<file path="config.mk">
export PLATFORM = sky130hd
export DESIGN_NAME = eb_rr_arb
export DESIGN_NICKNAME = d
export VERILOG_FILES = /design/src/rtl/eb_arb_pkg.sv /design/src/rtl/rr_pick.sv /design/src/rtl/eb_rr_arb.sv
export SDC_FILE = /design/constraint.sdc
export NUM_CORES = 1
export LEC_CHECK = 0
export BUFFER_PORTS_ARGS = -buffer_cell sky130_fd_sc_hd__clkbuf_2
export CORE_ASPECT_RATIO = 1.1
export CORE_MARGIN = 2
export CORE_UTILIZATION = 44
export DETAILED_ROUTE_END_ITERATION = 8
export GPL_ROUTABILITY_DRIVEN = 1
export PLACE_DENSITY_LB_ADDON = 0.25
export SETUP_SLACK_MARGIN = 0.2
export SKIP_CTS_REPAIR_TIMING = 1
export SLEW_MARGIN = 20
export SYNTH_ARGS = -nofsm -noshare
export SYNTH_HDL_FRONTEND = slang
export SYNTH_HIERARCHICAL = 1
export SYNTH_SLANG_ARGS = --single-unit
</file>
<file path="constraint.sdc">
create_clock -name clk -period 2.15 [get_ports clk]
set_input_delay 0.215 -clock clk [delete_from_list [all_inputs] [get_ports clk]]
set_output_delay 0.215 -clock clk [all_outputs]
set_load 0.02 [all_outputs]
</file>
<file path="src/rtl/eb_arb_pkg.sv">
// Shared definitions for the elastic-buffer round-robin arbiter family.
//   arb_state_e : lock-state encoding (ARB_IDLE = free scan, ARB_LOCKED = packet in flight)
//   sel_width() : source-index width for a given requester count
package eb_arb_pkg;

  typedef enum logic {
    ARB_IDLE   = 1'b0,
    ARB_LOCKED = 1'b1
  } arb_state_e;

  function automatic int sel_width(input int n);
    return (n > 1) ? $clog2(n) : 1;
  endfunction

endpackage

</file>
<file path="src/rtl/rr_pick.sv">
// Combinational rotate-and-priority-encode.
// Scans req starting at ptr, wrapping modulo N, and reports the first set bit.
//   req     : request vector
//   ptr     : scan start index (must be < N)
//   gnt_idx : index of the first requester found (0 when none)
//   gnt_any : high when any requester was found
module rr_pick #(
  parameter int N     = 4,
  parameter int SEL_W = $clog2(N)
) (
  input  logic [N-1:0]     req,
  input  logic [SEL_W-1:0] ptr,
  output logic [SEL_W-1:0] gnt_idx,
  output logic             gnt_any
);

  logic [SEL_W-1:0] idx;

  always_comb begin
    // NOTE: every output gets a default before any conditional assignment,
    // otherwise a path that skips it would infer a latch.
    gnt_idx = '0;
    gnt_any = 1'b0;
    idx     = '0;
    for (int off = 0; off < N; off++) begin
      idx = SEL_W'((int'(ptr) + off) % N);
      if (!gnt_any && req[idx]) begin
        gnt_any = 1'b1;
        gnt_idx = idx;
      end
    end
  end

endmodule

</file>
<file path="src/rtl/eb_rr_arb.sv">
// Round-robin arbiter feeding a single full-throughput output register.
// One requester wins per cycle; a packet (beats until last=1) keeps the grant.
//   clk, reset_n : clock and synchronous active-low reset
//   t_data/t_last/t_valid/t_ready : N requester streams (data k at [k*T_WIDTH +: T_WIDTH])
//   i_0_data/i_0_sel/i_0_last/i_0_valid/i_0_ready : registered output stream
module eb_rr_arb
  import eb_arb_pkg::*;
#(
  parameter int N       = 4,
  parameter int T_WIDTH = 8,
  parameter int SEL_W   = sel_width(N)
) (
  input  logic                 clk,
  input  logic                 reset_n,
  input  logic [N*T_WIDTH-1:0] t_data,
  input  logic [N-1:0]         t_last,
  input  logic [N-1:0]         t_valid,
  output logic [N-1:0]         t_ready,
  output logic [T_WIDTH-1:0]   i_0_data,
  output logic [SEL_W-1:0]     i_0_sel,
  output logic                 i_0_last,
  output logic                 i_0_valid,
  input  logic                 i_0_ready
);

  arb_state_e         lock, lock_nxt;
  logic [SEL_W-1:0]   ptr, ptr_nxt;
  logic [SEL_W-1:0]   lsrc, lsrc_nxt;
  logic [SEL_W-1:0]   pick_idx, winner;
  logic               pick_any, has_winner;
  logic               en, xfer, win_last;
  logic [T_WIDTH-1:0] win_data;

  rr_pick #(
    .N     (N),
    .SEL_W (SEL_W)
  ) u_pick (
    .req     (t_valid),
    .ptr     (ptr),
    .gnt_idx (pick_idx),
    .gnt_any (pick_any)
  );

  // Winner selection, handshake and next lock/pointer state.
  always_comb begin
    en         = ~i_0_valid | i_0_ready;
    winner     = pick_idx;
    has_winner = pick_any;
    // A locked packet owns the output; everyone else stalls even if it idles.
    if (lock == ARB_LOCKED) begin
      winner     = lsrc;
      has_winner = t_valid[lsrc];
    end
    xfer     = en & has_winner;
    win_data = t_data[int'(winner)*T_WIDTH +: T_WIDTH];
    win_last = t_last[winner];

    // Held low during reset so no requester believes a beat was taken.
    t_ready = '0;
    if (xfer && reset_n) t_ready[winner] = 1'b1;

    lock_nxt = lock;
    ptr_nxt  = ptr;
    lsrc_nxt = lsrc;
    if (xfer) begin
      if (win_last) begin
        // Pointer only moves on packet completion.
        lock_nxt = ARB_IDLE;
        ptr_nxt  = (winner == SEL_W'(N - 1)) ? '0 : winner + 1'b1;
      end else begin
        lock_nxt = ARB_LOCKED;
        lsrc_nxt = winner;
      end
    end
  end

  // Lock / pointer state register.
  always_ff @(posedge clk) begin
    // NOTE: sequential state uses non-blocking assignment only, so every
    // register samples pre-edge values regardless of statement order.
    if (!reset_n) begin
      lock <= ARB_IDLE;
      ptr  <= '0;
      lsrc <= '0;
    end else begin
      lock <= lock_nxt;
      ptr  <= ptr_nxt;
      lsrc <= lsrc_nxt;
    end
  end

  // Output register: loads on transfer, empties when en finds no winner.
  always_ff @(posedge clk) begin
    // NOTE: the data path is reset too, so the output is deterministic after
    // reset rather than relying on i_0_valid to mask stale contents.
    if (!reset_n) begin
      i_0_valid <= 1'b0;
      i_0_data  <= '0;
      i_0_sel   <= '0;
      i_0_last  <= 1'b0;
    end else if (en) begin
      if (has_winner) begin
        i_0_valid <= 1'b1;
        i_0_data  <= win_data;
        i_0_sel   <= winner;
        i_0_last  <= win_last;
      end else begin
        i_0_valid <= 1'b0;
      end
    end
  end

endmodule

</file>
==> run metrics, run 1 <==
most frequent cells in the layout 54 x clkbuf_2, 46 x nand2_1, 25 x nand3_1, 22 x buf_4, 14 x dfxtp_1; Fillers 205; Hold WC Path Type in2reg; Syn Nets 200; # clock sinks 17; DR iter-0 viols 23; Buffers on Ports 58; Worst Path Arrival 1890 ps; Final period util 98.07%; CTS root buf clkbuf_4; DR pass1 iterations 5; GP Congestion 0.7637; cell taking the most area after synthesis dfxtp_1; CP max FO 5; crit path time final 2109 ps; Worst Tran Pin Value 421.6 ps; first-pass GRT wire length 4788 µm; layout cells sized above 1 49.14%; DRT antenna net count 0; largest buffer count on any clock path 2; die height 56.97 µm; max-cap viol count 0; M2 GR Usage 37.07%; slew margin rel. 71.89%; chip width 52.16 µm; Crit path max-delay family flip-flops; register area share after synthesis 30.32%; vias 1385; Routed WL 3790 µm; met1 Track Usage GR 23.56%; most common cell after layout, fill and taps aside clkbuf_2; critical path's slowest cell dfxtp_4; Die ar. 0.002971 mm²; DR WL/cell 14.41 µm; Setup Crit Path Kind reg2out; n_diodes 0; crit-path cells nand2b_4 -> a21oi_4 -> a21oi_2 -> mux2i_4 -> clkinv_4 -> ha_2 -> and3_1 -> buf_6; CTS buffer count 3; largest net degree at the start of global routing 24; setup_tns 0 ps; Worst EP required 1930 ps; I/O pin cnt 59; clock slew at reported path FFs 100 ps; Layout area overhead 64.10%; P_leak 0.9260 nW; gr busiest metal met2; total track usage 21.08%; DRC Markers 0; H-tree depth 1; insertion delay to the later sink of the worst-skew pair 290 ps; M3 GR Usage 3.927%; outcome finished, final reports clean; element type at the critical path end output pin; core area 0.002472 mm²; placed insts 240; P per Cell Area 1098 mW/mm²; synth unique cells 29; clk_skew 3.122 ps; Overflow after GRT 0; top-area cell type share of the netlist area 30.32%; RSZ-0062 raised after global routing yes; Mapped Area 0.001122 mm²; Slew Limit Fails 0; CTS tree yes; initial antenna violation count 0; HPWL after detailed placement 2388 µm; Final setup viols 0; # rows 19; Worst setup SP type flop; Seq cells post-synth 17; Worst VDD drop 0.6630 mV; Crit path largest cell delay 370 ps; via density per instance 5.266; Synth area leaders dfxtp_1 30%, nand2_1 15%, nand3_1 12%, a21boi_0 6.7%, mux2i_1 5.4%; Finished Layout Cells 263; Buf/Inv on CP 2; fmax 474.3 MHz; syn avg cell area 7.335 µm²; Starting Density 45.39%; Final Util 74.49%; post-synthesis cell count 153; reg-to-reg slack, setup 140 ps; synth warn 6; Fin. Hold Viols 0; nets 280; vias in the first global route 1190
-- stage by stage --
step	hold WS (ps)	setup WS, ps	instance area, µm²	total power [mW]
2_1_floorplan	453.2	246.9	1131	1.121
3_3_place_gp	452.3	-110.4	1464	1.367
3_5_place_dp	459.8	-190.0	1464	1.393
4_1_cts	255.8	-466.3	1490	1.568
5_1_grt	299.1	-25.98	1842	2.141
6_report	279.3	41.48	1842	2.021
-- registers in the layout, indices dropped and copies added (netlist names) --
register / cells
i_0_last: 1
ptr: 2
i_0_valid: 1
lsrc: 2
i_0_data: 8
i_0_sel: 2
lock: 1
-- cells by family (layout without fill, tap and decap cells) --
kind of cell	after synthesis	in the layout	synth area share, %
and+or+nand+nor	85	85	34.11
buffers and inverters	15	94	6.019
AOI/OAI and AO/OA	23	23	15.27
DFF	17	17	30.32
muxes	9	9	9.811
adders and majority gates	4	4	4.459
-- cells in the mapped netlist (all sizes together) --
library cell and number:
nor2 2, a21oi 4, o21ai 2, dfxtp 17
nand3 26, ha 4, a221o 1, a21boi 10
mux2i 8, clkinv 1, buf 4, and3 4
inv 6, mux4 1, nand3b 1, nor2b 3
or2 1, o311a 1, o21bai 1, clkbuf 4
nand2 47, o221ai 1, o211a 3, nand2b 1
-- worst register-to-register path: cells and delay by family, from the launching register on --
kind            cells  cell delay (ps)
compound gates      3              330
mux                 3              630
flops               1              370
buf+inv             2              310
simple gates        2              270
-- layout make-up --
| type | count | area, µm² | share of cell area (%) |
|---|---|---|---|
| tap | 31 | 38.79 | 2.106 |
| clock buffer | 4 | 26.28 | 1.427 |
| timing repair buffer | 83 | 530.5 | 28.80 |
| sequential | 17 | 351.6 | 19.09 |
| inverter | 7 | 31.28 | 1.698 |
| multi-input combinational | 121 | 863.3 | 46.87 |
-- layer usage --
metal,vias to the layer above,wire [µm],part of all wire (%)
met5,-,0,0
met1,652,1493,39
met4,0,48,1.3
li1,682,-,-
met2,46,2074,55
met3,5,174,4.6
-- power by group --
group / total [mW] / internal [mW] / switching (mW)
clock: 0.173 / 0.0723 / 0.101
sequential: 0.492 / 0.420 / 0.0726
combinational: 1.36 / 0.657 / 0.699
total: 2.02 / 1.15 / 0.872
-- final timing paths --
path | depth (start not counted) | end | from
worst max-delay path | 8 | t_ready[2] | ptr[0]$_SDFFE_PN0P_
worst max register to register | 10 | lock$_SDFFE_PN0P_ | ptr[0]$_SDFFE_PN0P_
worst min-delay path | 4 | i_0_valid$_SDFFE_PN0P_ | i_0_ready
worst min register to register | 2 | i_0_data[0]$_SDFFE_PN0P_ | i_0_data[0]$_SDFFE_PN0P_
No activity file was read; power rests on OpenSTA's default activity.
==> run 2: changes to the inputs <==
==> constraint.sdc (replaced) <==
create_clock -name clk -period 2.15 [get_ports clk]
set_input_delay 0.215 -clock clk [delete_from_list [all_inputs] [get_ports clk]]
set_output_delay 0.215 -clock clk [all_outputs]
set_load 0.05 [all_outputs]
==> run 2 against run 1 <==
  * The run now ends with setup timing left
  * Wire length down 7.4%
  * Count of clock-buffer cells in the layout is 1 lower
  * Sequential power is essentially flat
  * Global-route usage is 0.11 points higher
  * Non-clock buffer count fell by 4
  * Setup slack worse by 88 ps
  * Combinational power up 10%
  * Clock power rose by 5%
  * Clock skew rose by 6.5 ps
  * Sequential cell count is the same
  * Largest power group unchanged
==> run metrics, run 2 (synthesis gave the netlist of run 1 again) <==
outcome complete, but fails checks; failing checks setup timing; Fin. Hold Viols 0; Die ar. 0.002971 mm²; clk_skew 9.620 ps; RSZ-0062 raised after global routing yes; worst hold slack 259.2 ps; CTS tree yes; Buffers on Ports 58; crit path time final 2196 ps; Final setup viols 3; Tot Pwr 2.172 mW; Setup Crit Path Kind reg2out; # clock sinks 17; slew margin rel. 72.54%; element type at the critical path end output pin; reg-to-reg slack, setup -30 ps; DR pass1 iterations 4; Worst VDD drop 0.8187 mV; worst reg2reg path depth 10; met1 Track Usage GR 25.58%; Hold WC Path Type in2reg; Worst Path Arrival 1980 ps; Worst R2R End ptr[1]$_SDFFE_PN0P_; Buf/Inv on CP 2; clock slew at reported path FFs 110 ps; vias 1368; CTS root buf clkbuf_4; chip width 52.16 µm; nets 276; Final Util 73.94%; total track usage 21.19%; worst hold stages 4; Layout area overhead 62.88%; Slew Limit Fails 0; Finished Layout Cells 259; critical path's slowest cell dfxtp_4; largest net degree at the start of global routing 24; insertion delay to the later sink of the worst-skew pair 310 ps; Worst setup SP type flop; max reg flops 8; layout cells sized above 1 49.56%; Overflow after GRT 0; worst flop-to-flop path startpoint ptr[0]$_SDFFE_PN0P_; Final Worst Setup Slack -46.12 ps; die height 56.97 µm; DR iter-0 viols 26; Worst EP required 1930 ps; Crit path largest cell delay 370 ps; first-pass GRT wire length 4899 µm; Starting Density 45.39%; M2 GR Usage 38.70%; Most common cell on crit path a21oi_2; # rows 19; via density per instance 5.282; Final period util 102.1%; fmax 455.3 MHz; Routed WL 3508 µm; gr busiest metal met2; max-cap viol count 0; n_diodes 0; hold wc startpoint i_0_ready; Crit path max-delay family flip-flops; M3 GR Usage 1.832%; most frequent cells in the layout 54 x clkbuf_2, 46 x nand2_1, 26 x nand3_1, 16 x buf_4, 14 x dfxtp_1; CP max FO 5; DRT antenna net count 0; largest buffer count on any clock path 2; CTS buffer count 3; vias in the first global route 1221; P per Cell Area 1188 mW/mm²; initial antenna violation count 0; most common cell after layout, fill and taps aside clkbuf_2; Worst Hold Endpoint i_0_valid$_SDFFE_PN0P_; H-tree depth 1; DR WL/cell 13.54 µm; HPWL after detailed placement 2438 µm; GP Congestion 0.8022; placed insts 242; DRC Markers 0; Worst Tran Pin Value 411.9 ps; crit-path cells nand2b_4 -> a21oi_2 -> a21oi_2 -> mux2i_4 -> clkinv_4 -> ha_4 -> and3_4 -> buf_8; I/O pin cnt 59; core area 0.002472 mm²; Reg with most FFs i_0_data; P_leak 0.9072 nW
[run 2: cell types whose count changed in the layout (fill, tap and decap cells not counted), sizes merged]
| cell | before | now |
|---|---|---|
| buf | 28 | 25 |
| clkinv | 1 | 2 |
| clkbuf | 59 | 57 |
[run 2: per-stage QoR]
step                setup TNS (ps)  setup slack (ps)  instance area (µm²)
CTS                         -789.9            -264.8                 1534
global placement                 0             102.9                 1506
floorplan                        0             178.3                 1144
finish                      -106.5            -46.12                 1828
global route                -343.6            -103.3                 1828
detailed placement               0             5.640                 1506
[run 2: worst max-delay path by stage]
| stage | from | end | slack [ps] | depth (start not counted) |
|---|---|---|---|---|
| floorplan | ptr[1]$_SDFFE_PN0P_ | t_ready[0] | 180 | 7 |
| global placement | t_valid[2] | t_ready[1] | 100 | 9 |
| CTS | ptr[0]$_SDFFE_PN0P_ | t_ready[1] | -260 | 7 |
| global route | ptr[0]$_SDFFE_PN0P_ | ptr[1]$_SDFFE_PN0P_ | -100 | 10 |
| finish | ptr[0]$_SDFFE_PN0P_ | t_ready[2] | -50 | 8 |
| detailed placement | t_valid[0] | t_ready[1] | 6 | 9 |
[run 2: worst reg2reg max path: cells and delay by family, from the launching register on]
family	cells	cell delay [ps]
compound gates	2	240
buf+inv	2	310
flops	1	370
mux	4	920
simple gates	2	260
[run 2: power by group]
| group | switching (mW) | leakage, nW | internal, mW |
|---|---|---|---|
| Combinational | 0.858 | 0.747 | 0.638 |
| Clock | 0.113 | 0.0177 | 0.0695 |
| Sequential | 0.0742 | 0.143 | 0.419 |
[run 2: cell type report]
cell class | instances | area (µm²)
multi-input combinational | 121 | 869.6
fill | 177 | 644.4
timing repair buffer | 79 | 511.7
sequential | 17 | 349.1
tap | 31 | 38.79
inverter | 7 | 31.28
clock buffer | 3 | 22.52
clock inverter | 1 | 5.005
[run 2: metal layers]
layer | part of all wire [%] | routed length [µm]
met2 | 49 | 1720
met3 | 5.2 | 183
met4 | 2.9 | 100
met5 | 0 | 0
met1 | 43 | 1502
==> run 3: changes to the inputs <==
CORE_MARGIN = default   (was 2)
==> run 3 against run 2 <==
  * The flow still finishes with violations (setup timing)
  * Largest cell class unchanged
  * Highest routed layer unchanged
  * Critical path type unchanged
  * Cell area is 0.34% lower
  * Fmax is 1.6% lower
  * Sequential power is 3% higher
  * Die area is 7.2% lower
==> run metrics, run 3 (synthesis gave the netlist of run 1 again) <==
Worst VDD drop 0.8149 mV; # clock sinks 17; Overflow after GRT 0; P_leak 0.9017 nW; DR WL/cell 13.79 µm; CTS tree yes; via density per instance 5.328; crit-path cells inv_4 -> a221o_1 -> a21oi_2 -> mux2i_4 -> buf_6 -> ha_4 -> and3_4 -> buf_8; Buf/Inv on CP 3; Final Worst Setup Slack -82.08 ps; P per Cell Area 1182 mW/mm²; Setup Crit Path Kind reg2out; DRC Markers 0; Die ar. 0.002757 mm²; most common cell after layout, fill and taps aside clkbuf_2; critical path's slowest cell dfxtp_4; CTS root buf clkbuf_4; Final setup viols 4; largest buffer count on any clock path 2; worst hold slack 292.0 ps; Worst Tran Pin Value 398.3 ps; Worst Path Arrival 2020 ps; slew margin rel. 73.44%; n_diodes 0; chip width 50.16 µm; Routed WL 3530 µm; Reg with most FFs i_0_data; Final period util 103.8%; cell area after layout 0.001822 mm²; crit path time final 2232 ps; I/O pin cnt 59; Post-DP Area 0.001490 mm²; initial antenna violation count 0; placed insts 239; # rows 18; core area 0.002320 mm²; element type at the critical path end output pin; Hold WC Path Type in2reg; RSZ-0062 raised after global routing yes; Slew Limit Fails 0; insertion delay to the later sink of the worst-skew pair 290 ps; total track usage 24.63%; Fillers 176; DR iter-0 viols 17; outcome complete, but fails checks; fmax 448.0 MHz; H-tree depth 1; DR pass1 iterations 4; vias 1364; Finished Layout Cells 256; CP max FO 6; largest net degree at the start of global routing 24; clk_skew 1.080 ps; Layout area overhead 62.32%; Fin. Hold Viols 0; Crit path largest cell delay 390 ps; clock slew at reported path FFs 100 ps; HPWL after detailed placement 2372 µm; nets 274; failing checks setup timing; Worst setup SP type flop; Worst EP required 1930 ps; die height 54.97 µm; Buffers on Ports 58; Starting Density 48.38%; max-cap viol count 0; DRT antenna net count 0; GP Congestion 0.7812; most frequent cells in the layout 54 x clkbuf_2, 46 x nand2_1, 26 x nand3_1, 15 x buf_4, 13 x dfxtp_1; vias in the first global route 1155; Crit path max-delay family compound AO/OA/AOI/OAI gates; CTS buffer count 3; max reg flops 8; layout cells sized above 1 49.12%; first-pass GRT wire length 5023 µm
run 3: cell count changes in the layout (fill, tap and decap cells not counted), sizes merged:
cell,previous run,this run
clkbuf,57,58
buf,25,23
clkinv,2,1
run 3: metal layers:
metal / part of all wire, % / wire length, µm / vias to the layer above / global-route usage [%]
met2: 53 / 1885 / 54 / 46.67
met1: 40 / 1395 / 632 / 27.86
met5: 0 / 0 / - / 0
li1: - / - / 672 / -
met3: 5.2 / 182 / 6 / 3.825
met4: 1.9 / 67 / 0 / 10.00
run 3: worst paths after layout:
kind,from,to,cells after the start,slack (ps)
max reg2reg,ptr[0]$_SDFFE_PN0P_,ptr[0]$_SDFFE_PN0P_,10,150
max,ptr[0]$_SDFFE_PN0P_,t_ready[2],8,-80
min reg2reg,i_0_data[3]$_SDFFE_PN0P_,i_0_data[3]$_SDFFE_PN0P_,2,470
min,t_data[14],i_0_data[6]$_SDFFE_PN0P_,5,290
run 3: final cells by class:
| type | instances | area (µm²) | share of cell area, % |
|---|---|---|---|
| Timing Repair Buffer | 77 | 498.0 | 27.34 |
| Clock buffer | 4 | 26.28 | 1.442 |
| Inverter | 7 | 33.78 | 1.854 |
| Tap cell | 30 | 37.54 | 2.060 |
| Multi-Input combinational cell | 121 | 873.3 | 47.94 |
| Sequential cell | 17 | 352.8 | 19.37 |
run 3: worst reg2reg max path: stages (launching register included):
cell and delay [ps]:
dfxtp_4 380, nand2b_4 150, a21oi_4 120, a21oi_2 70, mux2i_4 240, clkinv_4 160
buf_6 150, mux2i_4 190, mux2i_4 210, nand2_4 100, mux2i_1 160
run 3: report_power, final:
| part | leakage, nW | switching [mW] | internal, mW |
|---|---|---|---|
| Combinational | 0.744 | 0.840 | 0.629 |
| Clock | 0.0150 | 0.103 | 0.0722 |
| Sequential | 0.143 | 0.0893 | 0.421 |
| Total | 0.902 | 1.03 | 1.12 |
run 3: stage by stage:
step           worst slack [ps]  total power [mW]  TNS (ps)  utilization, %
5_1_grt                  -130.9             2.296    -451.3           78.53
3_3_place_gp              177.7             1.570         0           64.24
4_1_cts                  -225.1             1.781    -837.4           65.37
3_5_place_dp              40.39             1.607         0           64.24
6_report                 -82.08             2.154    -221.7           78.53
2_1_floorplan             178.3             1.307         0               -
